===== src/rtl/mm_port_arbiter_if.sv =====
// Bus bundle for mm_port_arbiter: two core-side OBI ports plus the shared memory port.
// The slave modport is the arbiter's view; master is the environment (core and memory) view.
interface mm_port_arbiter_if;
  logic        m0_req_i;
  logic [31:0] m0_addr_i;
  logic        m0_gnt_o;
  logic        m0_rvalid_o;
  logic [31:0] m0_rdata_o;

  logic        m1_req_i;
  logic [31:0] m1_addr_i;
  logic        m1_we_i;
  logic [3:0]  m1_be_i;
  logic [31:0] m1_wdata_i;
  logic        m1_gnt_o;
  logic        m1_rvalid_o;
  logic [31:0] m1_rdata_o;

  logic        s_req_o;
  logic [31:0] s_addr_o;
  logic        s_we_o;
  logic [3:0]  s_be_o;
  logic [31:0] s_wdata_o;
  logic        s_gnt_i;
  logic        s_rvalid_i;
  logic [31:0] s_rdata_i;

  modport slave (
    input  m0_req_i, m0_addr_i,
    output m0_gnt_o, m0_rvalid_o, m0_rdata_o,
    input  m1_req_i, m1_addr_i, m1_we_i, m1_be_i, m1_wdata_i,
    output m1_gnt_o, m1_rvalid_o, m1_rdata_o,
    output s_req_o, s_addr_o, s_we_o, s_be_o, s_wdata_o,
    input  s_gnt_i, s_rvalid_i, s_rdata_i
  );

  modport master (
    output m0_req_i, m0_addr_i,
    input  m0_gnt_o, m0_rvalid_o, m0_rdata_o,
    output m1_req_i, m1_addr_i, m1_we_i, m1_be_i, m1_wdata_i,
    input  m1_gnt_o, m1_rvalid_o, m1_rdata_o,
    input  s_req_o, s_addr_o, s_we_o, s_be_o, s_wdata_o,
    output s_gnt_i, s_rvalid_i, s_rdata_i
  );
endinterface


===== src/rtl/mm_port_arbiter.sv =====
// Two-master OBI arbiter onto one memory port, with an in-order owner FIFO for response routing.
// Define MM_ARB_ROUND_ROBIN_EN for round-robin arbitration; otherwise data (master 1) has fixed priority.
module mm_port_arbiter #(
  parameter int unsigned MAX_OUTSTANDING = 2,
  parameter int unsigned CNT_W           = $clog2(MAX_OUTSTANDING + 1)
) (
  input  logic             clk_i,
  input  logic             rst_i,
  mm_port_arbiter_if.slave bus,
  output logic [CNT_W-1:0] outstanding_o,
  output logic             err_o
);

  localparam int unsigned PTR_W = (MAX_OUTSTANDING > 1) ? $clog2(MAX_OUTSTANDING) : 1;

  typedef enum logic {ST_IDLE, ST_LOCKED} lock_state_t;

  lock_state_t                r_state;
  logic                       r_owner;
  logic [MAX_OUTSTANDING-1:0] r_fifo;
  logic [PTR_W-1:0]           r_wptr;
  logic [PTR_W-1:0]           r_rptr;
  logic [CNT_W-1:0]           r_count;
  logic                       r_err;

  logic w_empty;
  logic w_full;
  logic w_pop;
  logic w_arb;
  logic w_sel;
  logic w_sel_req;
  logic w_accept;
  logic w_head;

  assign w_empty = (r_count == '0);
  assign w_full  = (r_count == CNT_W'(MAX_OUTSTANDING));
  assign w_pop   = !rst_i && bus.s_rvalid_i && !w_empty;
  assign w_head  = r_fifo[r_rptr];

`ifdef MM_ARB_ROUND_ROBIN_EN
  logic r_prio;
  // On a tie the pointer's master wins; otherwise whoever is requesting.
  assign w_arb = (bus.m0_req_i && bus.m1_req_i) ? r_prio : bus.m1_req_i;

  always_ff @(posedge clk_i) begin
    if (rst_i) begin
      r_prio <= 1'b0;
    end else if (w_accept) begin
      r_prio <= ~w_sel;
    end
  end
`else
  assign w_arb = bus.m1_req_i;
`endif

  assign w_sel     = (r_state == ST_LOCKED) ? r_owner : w_arb;
  assign w_sel_req = w_sel ? bus.m1_req_i : bus.m0_req_i;
  // When full, a response arriving this cycle frees a slot, so a request may still go out.
  assign w_accept  = bus.s_req_o && bus.s_gnt_i;

  always_comb begin
    bus.s_req_o   = !rst_i && w_sel_req && (!w_full || bus.s_rvalid_i);
    bus.s_addr_o  = rst_i ? 32'h0 : (w_sel ? bus.m1_addr_i : bus.m0_addr_i);
    bus.s_we_o    = !rst_i && w_sel && bus.m1_we_i;
    bus.s_be_o    = rst_i ? 4'h0 : (w_sel ? bus.m1_be_i : 4'hF);
    bus.s_wdata_o = (!rst_i && w_sel) ? bus.m1_wdata_i : 32'h0;
  end

  assign bus.m0_gnt_o    = w_accept && !w_sel;
  assign bus.m1_gnt_o    = w_accept && w_sel;
  assign bus.m0_rvalid_o = w_pop && !w_head;
  assign bus.m1_rvalid_o = w_pop && w_head;
  assign bus.m0_rdata_o  = bus.s_rdata_i;
  assign bus.m1_rdata_o  = bus.s_rdata_i;

  assign outstanding_o = rst_i ? '0 : r_count;
  assign err_o         = !rst_i && r_err;

  // Lock holds the selected owner from an ungranted request until its grant.
  always_ff @(posedge clk_i) begin
    if (rst_i) begin
      r_state <= ST_IDLE;
      r_owner <= 1'b0;
    end else begin
      case (r_state)
        ST_IDLE: begin
          if (bus.s_req_o && !bus.s_gnt_i) begin
            r_state <= ST_LOCKED;
            r_owner <= w_sel;
          end
        end
        ST_LOCKED: begin
          if (bus.s_gnt_i) begin
            r_state <= ST_IDLE;
          end
        end
        default: r_state <= ST_IDLE;
      endcase
    end
  end

  genvar gi;
  generate
    for (gi = 0; gi < MAX_OUTSTANDING; gi++) begin : g_fifo
      always_ff @(posedge clk_i) begin
        if (rst_i) begin
          r_fifo[gi] <= 1'b0;
        end else if (w_accept && (r_wptr == PTR_W'(gi))) begin
          r_fifo[gi] <= w_sel;
        end
      end
    end
  endgenerate

  always_ff @(posedge clk_i) begin
    if (rst_i) begin
      r_wptr  <= '0;
      r_rptr  <= '0;
      r_count <= '0;
      r_err   <= 1'b0;
    end else begin
      if (w_accept) begin
        r_wptr <= (r_wptr == PTR_W'(MAX_OUTSTANDING - 1)) ? '0 : r_wptr + 1'b1;
      end
      if (w_pop) begin
        r_rptr <= (r_rptr == PTR_W'(MAX_OUTSTANDING - 1)) ? '0 : r_rptr + 1'b1;
      end
      case ({w_accept, w_pop})
        2'b10:   r_count <= r_count + 1'b1;
        2'b01:   r_count <= r_count - 1'b1;
        default: r_count <= r_count;
      endcase
      if (bus.s_rvalid_i && w_empty) begin
        r_err <= 1'b1;
      end
    end
  end

endmodule


===== src/flat_wrapper.sv =====
// flat-port wrapper written by rule: the top's interface ports become plain ports
module mm_port_arbiter_flat 
#(
  parameter int unsigned MAX_OUTSTANDING = 2,
  parameter int unsigned CNT_W           = $clog2(MAX_OUTSTANDING + 1)
)
  (clk_i, rst_i, outstanding_o, err_o, bus_m0_req_i, bus_m0_addr_i, bus_m0_gnt_o, bus_m0_rvalid_o, bus_m0_rdata_o, bus_m1_req_i, bus_m1_addr_i, bus_m1_we_i, bus_m1_be_i, bus_m1_wdata_i, bus_m1_gnt_o, bus_m1_rvalid_o, bus_m1_rdata_o, bus_s_req_o, bus_s_addr_o, bus_s_we_o, bus_s_be_o, bus_s_wdata_o, bus_s_gnt_i, bus_s_rvalid_i, bus_s_rdata_i);
  mm_port_arbiter_if bus_i ();
  input  logic clk_i;
  input  logic rst_i;
  output logic [CNT_W-1:0] outstanding_o;
  output logic err_o;
  input wire logic [$bits(bus_i.m0_req_i)-1:0] bus_m0_req_i;
  input wire logic [$bits(bus_i.m0_addr_i)-1:0] bus_m0_addr_i;
  output wire logic [$bits(bus_i.m0_gnt_o)-1:0] bus_m0_gnt_o;
  output wire logic [$bits(bus_i.m0_rvalid_o)-1:0] bus_m0_rvalid_o;
  output wire logic [$bits(bus_i.m0_rdata_o)-1:0] bus_m0_rdata_o;
  input wire logic [$bits(bus_i.m1_req_i)-1:0] bus_m1_req_i;
  input wire logic [$bits(bus_i.m1_addr_i)-1:0] bus_m1_addr_i;
  input wire logic [$bits(bus_i.m1_we_i)-1:0] bus_m1_we_i;
  input wire logic [$bits(bus_i.m1_be_i)-1:0] bus_m1_be_i;
  input wire logic [$bits(bus_i.m1_wdata_i)-1:0] bus_m1_wdata_i;
  output wire logic [$bits(bus_i.m1_gnt_o)-1:0] bus_m1_gnt_o;
  output wire logic [$bits(bus_i.m1_rvalid_o)-1:0] bus_m1_rvalid_o;
  output wire logic [$bits(bus_i.m1_rdata_o)-1:0] bus_m1_rdata_o;
  output wire logic [$bits(bus_i.s_req_o)-1:0] bus_s_req_o;
  output wire logic [$bits(bus_i.s_addr_o)-1:0] bus_s_addr_o;
  output wire logic [$bits(bus_i.s_we_o)-1:0] bus_s_we_o;
  output wire logic [$bits(bus_i.s_be_o)-1:0] bus_s_be_o;
  output wire logic [$bits(bus_i.s_wdata_o)-1:0] bus_s_wdata_o;
  input wire logic [$bits(bus_i.s_gnt_i)-1:0] bus_s_gnt_i;
  input wire logic [$bits(bus_i.s_rvalid_i)-1:0] bus_s_rvalid_i;
  input wire logic [$bits(bus_i.s_rdata_i)-1:0] bus_s_rdata_i;
  assign bus_i.m0_req_i = bus_m0_req_i;
  assign bus_i.m0_addr_i = bus_m0_addr_i;
  assign bus_m0_gnt_o = bus_i.m0_gnt_o;
  assign bus_m0_rvalid_o = bus_i.m0_rvalid_o;
  assign bus_m0_rdata_o = bus_i.m0_rdata_o;
  assign bus_i.m1_req_i = bus_m1_req_i;
  assign bus_i.m1_addr_i = bus_m1_addr_i;
  assign bus_i.m1_we_i = bus_m1_we_i;
  assign bus_i.m1_be_i = bus_m1_be_i;
  assign bus_i.m1_wdata_i = bus_m1_wdata_i;
  assign bus_m1_gnt_o = bus_i.m1_gnt_o;
  assign bus_m1_rvalid_o = bus_i.m1_rvalid_o;
  assign bus_m1_rdata_o = bus_i.m1_rdata_o;
  assign bus_s_req_o = bus_i.s_req_o;
  assign bus_s_addr_o = bus_i.s_addr_o;
  assign bus_s_we_o = bus_i.s_we_o;
  assign bus_s_be_o = bus_i.s_be_o;
  assign bus_s_wdata_o = bus_i.s_wdata_o;
  assign bus_i.s_gnt_i = bus_s_gnt_i;
  assign bus_i.s_rvalid_i = bus_s_rvalid_i;
  assign bus_i.s_rdata_i = bus_s_rdata_i;
  mm_port_arbiter #(.MAX_OUTSTANDING(MAX_OUTSTANDING), .CNT_W(CNT_W)) u_core (.clk_i(clk_i), .rst_i(rst_i), .bus(bus_i), .outstanding_o(outstanding_o), .err_o(err_o));
endmodule

===== config.mk =====
export PLATFORM = sky130hd
export DESIGN_NAME = mm_port_arbiter_flat
export DESIGN_NICKNAME = d
export VERILOG_FILES = /design/src/rtl/mm_port_arbiter_if.sv /design/src/rtl/mm_port_arbiter.sv /design/src/flat_wrapper.sv
export SDC_FILE = /design/constraint.sdc
export NUM_CORES = 1
export LEC_CHECK = 0
export BUFFER_PORTS_ARGS = -buffer_cell sky130_fd_sc_hd__buf_2
export CORE_AREA = 5 5 105 107
export DETAILED_ROUTE_END_ITERATION = 8
export DIE_AREA = 0 0 110 112
export HOLD_SLACK_MARGIN = 0.12
export PLACE_DENSITY_LB_ADDON = 0.1
export SYNTH_ARGS = -nofsm -noshare
export SYNTH_HDL_FRONTEND = slang
export SYNTH_SLANG_ARGS = --single-unit

===== constraint.sdc =====
create_clock -name clk_i -period 2 [get_ports clk_i]
set_clock_uncertainty 0.05 [all_clocks]
set_input_delay 0 -clock clk_i [delete_from_list [all_inputs] [get_ports clk_i]]
set_output_delay 0 -clock clk_i [all_outputs]
set_load 0.01 [all_outputs]

==> impl_metrics.json <==
{
  "drc_errors": 0,
  "outcome": "complete, no violations",
  "synth_top_area_cell": "buf_4",
  "final_common_cell": "buf_2",
  "finalSetupViolations": 0,
  "synth.top_cells.by_area": "buf_4 (28%), nand2_1 (14%), and3_1 (12%)",
  "vias": 2283,
  "die_area_um2": 12300,
  "cts-root-buf": "clkbuf_8",
  "min_period_over_period": 0.923,
  "rows": 37,
  "hold_violations": 0,
  "cp_slowest_cell": "dlygate4sd3_1",
  "p_per_area_nw_per_um2": 369,
  "clockBufferDepth": 2,
  "ys.warnings.count": 0,
  "clkSinkCount": 9,
  "leakage_nw": 1.61,
  "pin_count": 280,
  "core_um2": 10000,
  "crit_required_ns": 2.12,
  "drt_iter0_drc": 93,
  "hpwlAfterDp_um": 5770,
  "grt_max_degree": 67,
  "syn_nets": 415,
  "io_buffers": 183,
  "crit_chain": "dlygate4sd3_1, buf_2, nor3b_2, nor3b_2, nand3_1, ha_1, or3_1, a21oi_1",
  "diodes": 0,
  "initial_utilization": 0.173,
  "path_clk_slew_ns": 0.05,
  "die_x_um": 110,
  "drive_gt1_frac": 0.480,
  "synth_area_um2": 1740,
  "cp-start-kind": "input pin",
  "nets": 564,
  "h-tree-depth": 1,
  "ant_nets": 0,
  "hold_path.class": "in -> reg",
  "cts_inserted_buffers": 3,
  "wirelength_um": 7440,
  "dr.pass1.iters": 4,
  "track_usage": 0.105,
  "setup_tns_ns": 0,
  "viasPerCell": 4.08,
  "cp-end-kind": "flop",
  "met2_usage": 0.196,
  "crit_top_cell": "nor3b_2",
  "final_cell_mix": "buf_2 (183), nand2_1 (66), dlygate4sd3_1 (37)",
  "rsz0062_at_grt": "false",
  "maxCapViolations": 0,
  "post-route-util": 0.274,
  "yosys.cell_types.count": 33,
  "worst_path_largest_cell_delay_ns": 0.53,
  "met1_usage": 0.121,
  "cp_data_arrival_time_ns": 1.96,
  "synth_seq_cells": 9,
  "grt_pass1_wl_um": 10600,
  "top_usage_layer": "met2",
  "finalMaxSlewViolations": 0,
  "met3_usage": 0.0267,
  "synth_cells": 275,
  "syn_avg_cell_area_um2": 6.33,
  "ys_seq_area_frac": 0.104,
  "slew_headroom": 0.498,
  "cts_tree": "done",
  "worst_pin_slew_ns": 0.753,
  "period_needed_ns": 1.85,
  "fmax_ghz": 0.542,
  "crit_fanout": 3,
  "ir_worst_vdd_v": 0.000161,
  "areaGrowthSynthToFinish_pct": 57.9,
  "netlist.area_leader.share": 0.276,
  "place_congestion": 0.700,
  "worstSkewPairLatency_ns": 0.23,
  "grt-ovfl-total": 0,
  "fp.dieH_um": 112,
  "wl_per_cell_um": 13.3,
  "grt_pass1_vias": 2224,
  "antenna_found_initial": 0,
  "criticalPathCategory": "in -> reg"
}
synth_stat cells:
master and number:
buf_2 5, nor3_1 1, ha_1 1, buf_1 2
and4_4 1, and3_2 1, or3_1 1, mux2_4 2
inv_1 1, nor2_1 16, a21oi_1 35, a32o_1 1
and2_1 1, clkbuf_2 1, nand3b_1 1, nand4b_1 1
a21o_1 1, nor2b_1 6, nand2b_1 1, o21ai_0 1
dfxtp_1 9, clkbuf_1 7, mux2i_1 3, buf_4 64
mux2_2 1, xnor2_1 2, and3_1 33, nand2_1 66
nand3_1 1, buf_6 4, nor4_1 1, nor3b_2 3
xor2_1 1
final cells by class:
cell class / instances / area [µm²]
clock buffers: 4 / 45.0
fillers: 1128 / 7300
inverters: 1 / 3.75
multi-input cells: 182 / 997
flip-flops and latches: 9 / 180
well taps: 136 / 170
repair buffers: 227 / 1350
flip-flops by register name (all words and copies together) (netlist names):
register and cells:
u_core.r_count 2, u_core.r_err 1, u_core.r_fifo 2, u_core.r_owner 1, u_core.r_rptr 1, u_core.r_state 1
u_core.r_wptr 1
through the flow:
step / instance area (µm²) / instances / hold WS [ns] / power, mW / setup WS [ns]
after floorplan: 1740 / 275 / 0.0268 / 0.595 / 0.221
after global placement: 2300 / 516 / -0.0499 / 0.699 / 0.193
after detailed placement: 2300 / 516 / -0.0499 / 0.696 / 0.168
after CTS: 2720 / 557 / 0.225 / 1.03 / 0.0935
after global routing: 2750 / 559 / 0.268 / 1.11 / 0.0237
final: 2750 / 559 / 0.223 / 1.01 / 0.154
power by group:
group,leakage (nW),internal [mW],switching (mW)
Sequential,0.0738,0.195,0.0173
Clock,0.0228,0.139,0.0740
Combinational,1.51,0.282,0.307
Total,1.61,0.616,0.399
routing by layer:
metal,vias to the layer above,wire length [µm],part of all wire
met4,0,19,0.0026
met2,169,3730,0.50
met1,977,2830,0.38
met3,4,860,0.12
li1,1133,-,-
met5,-,0,0
repair_timing:
item / in CTS / in global routing
hold endpoints to repair: 68 / 0
hold buffers: 37 / 0
setup endpoints to repair: 0 / 11
gates resized for setup: 0 / 2
buffers inserted: 0 / 2
cells by family (layout without fill, tap and decap cells):
family                   after synthesis  after routing  share of synthesized area
AO/OA/AOI/OAI                         38             38                      0.114
XOR/XNOR                               3              3                     0.0151
adder cells (fa/ha/maj)                1              1                    0.00719
buffers and inverters                 84            232                      0.341
multiplexers                           6              6                     0.0410
AND/OR/NAND/NOR                      134            134                      0.379
flip-flops                             9              9                      0.104
critical path, delay by kind of cell:
kind            cells  cell delay (ns)
simple gates        4             0.88
compound gates      1             0.13
fa+ha+maj           1             0.27
buf+inv             2             0.67
worst paths after layout:
check,cells past startpoint,slack (ns),end,start
hold / removal,4,0.22,u_core.r_state$_SDFF_PP0_,bus_m0_req_i
setup reg to reg,6,0.16,u_core.r_count[1]$_SDFFE_PP0P_,u_core.r_count[0]$_SDFFE_PP0P_
setup / recovery,8,0.15,u_core.r_count[1]$_SDFFE_PP0P_,bus_s_rvalid_i
hold reg to reg,2,0.42,u_core.r_err$_SDFFE_PP0P_,u_core.r_err$_SDFFE_PP0P_
Note: power is estimated with default switching activity, not from simulation.
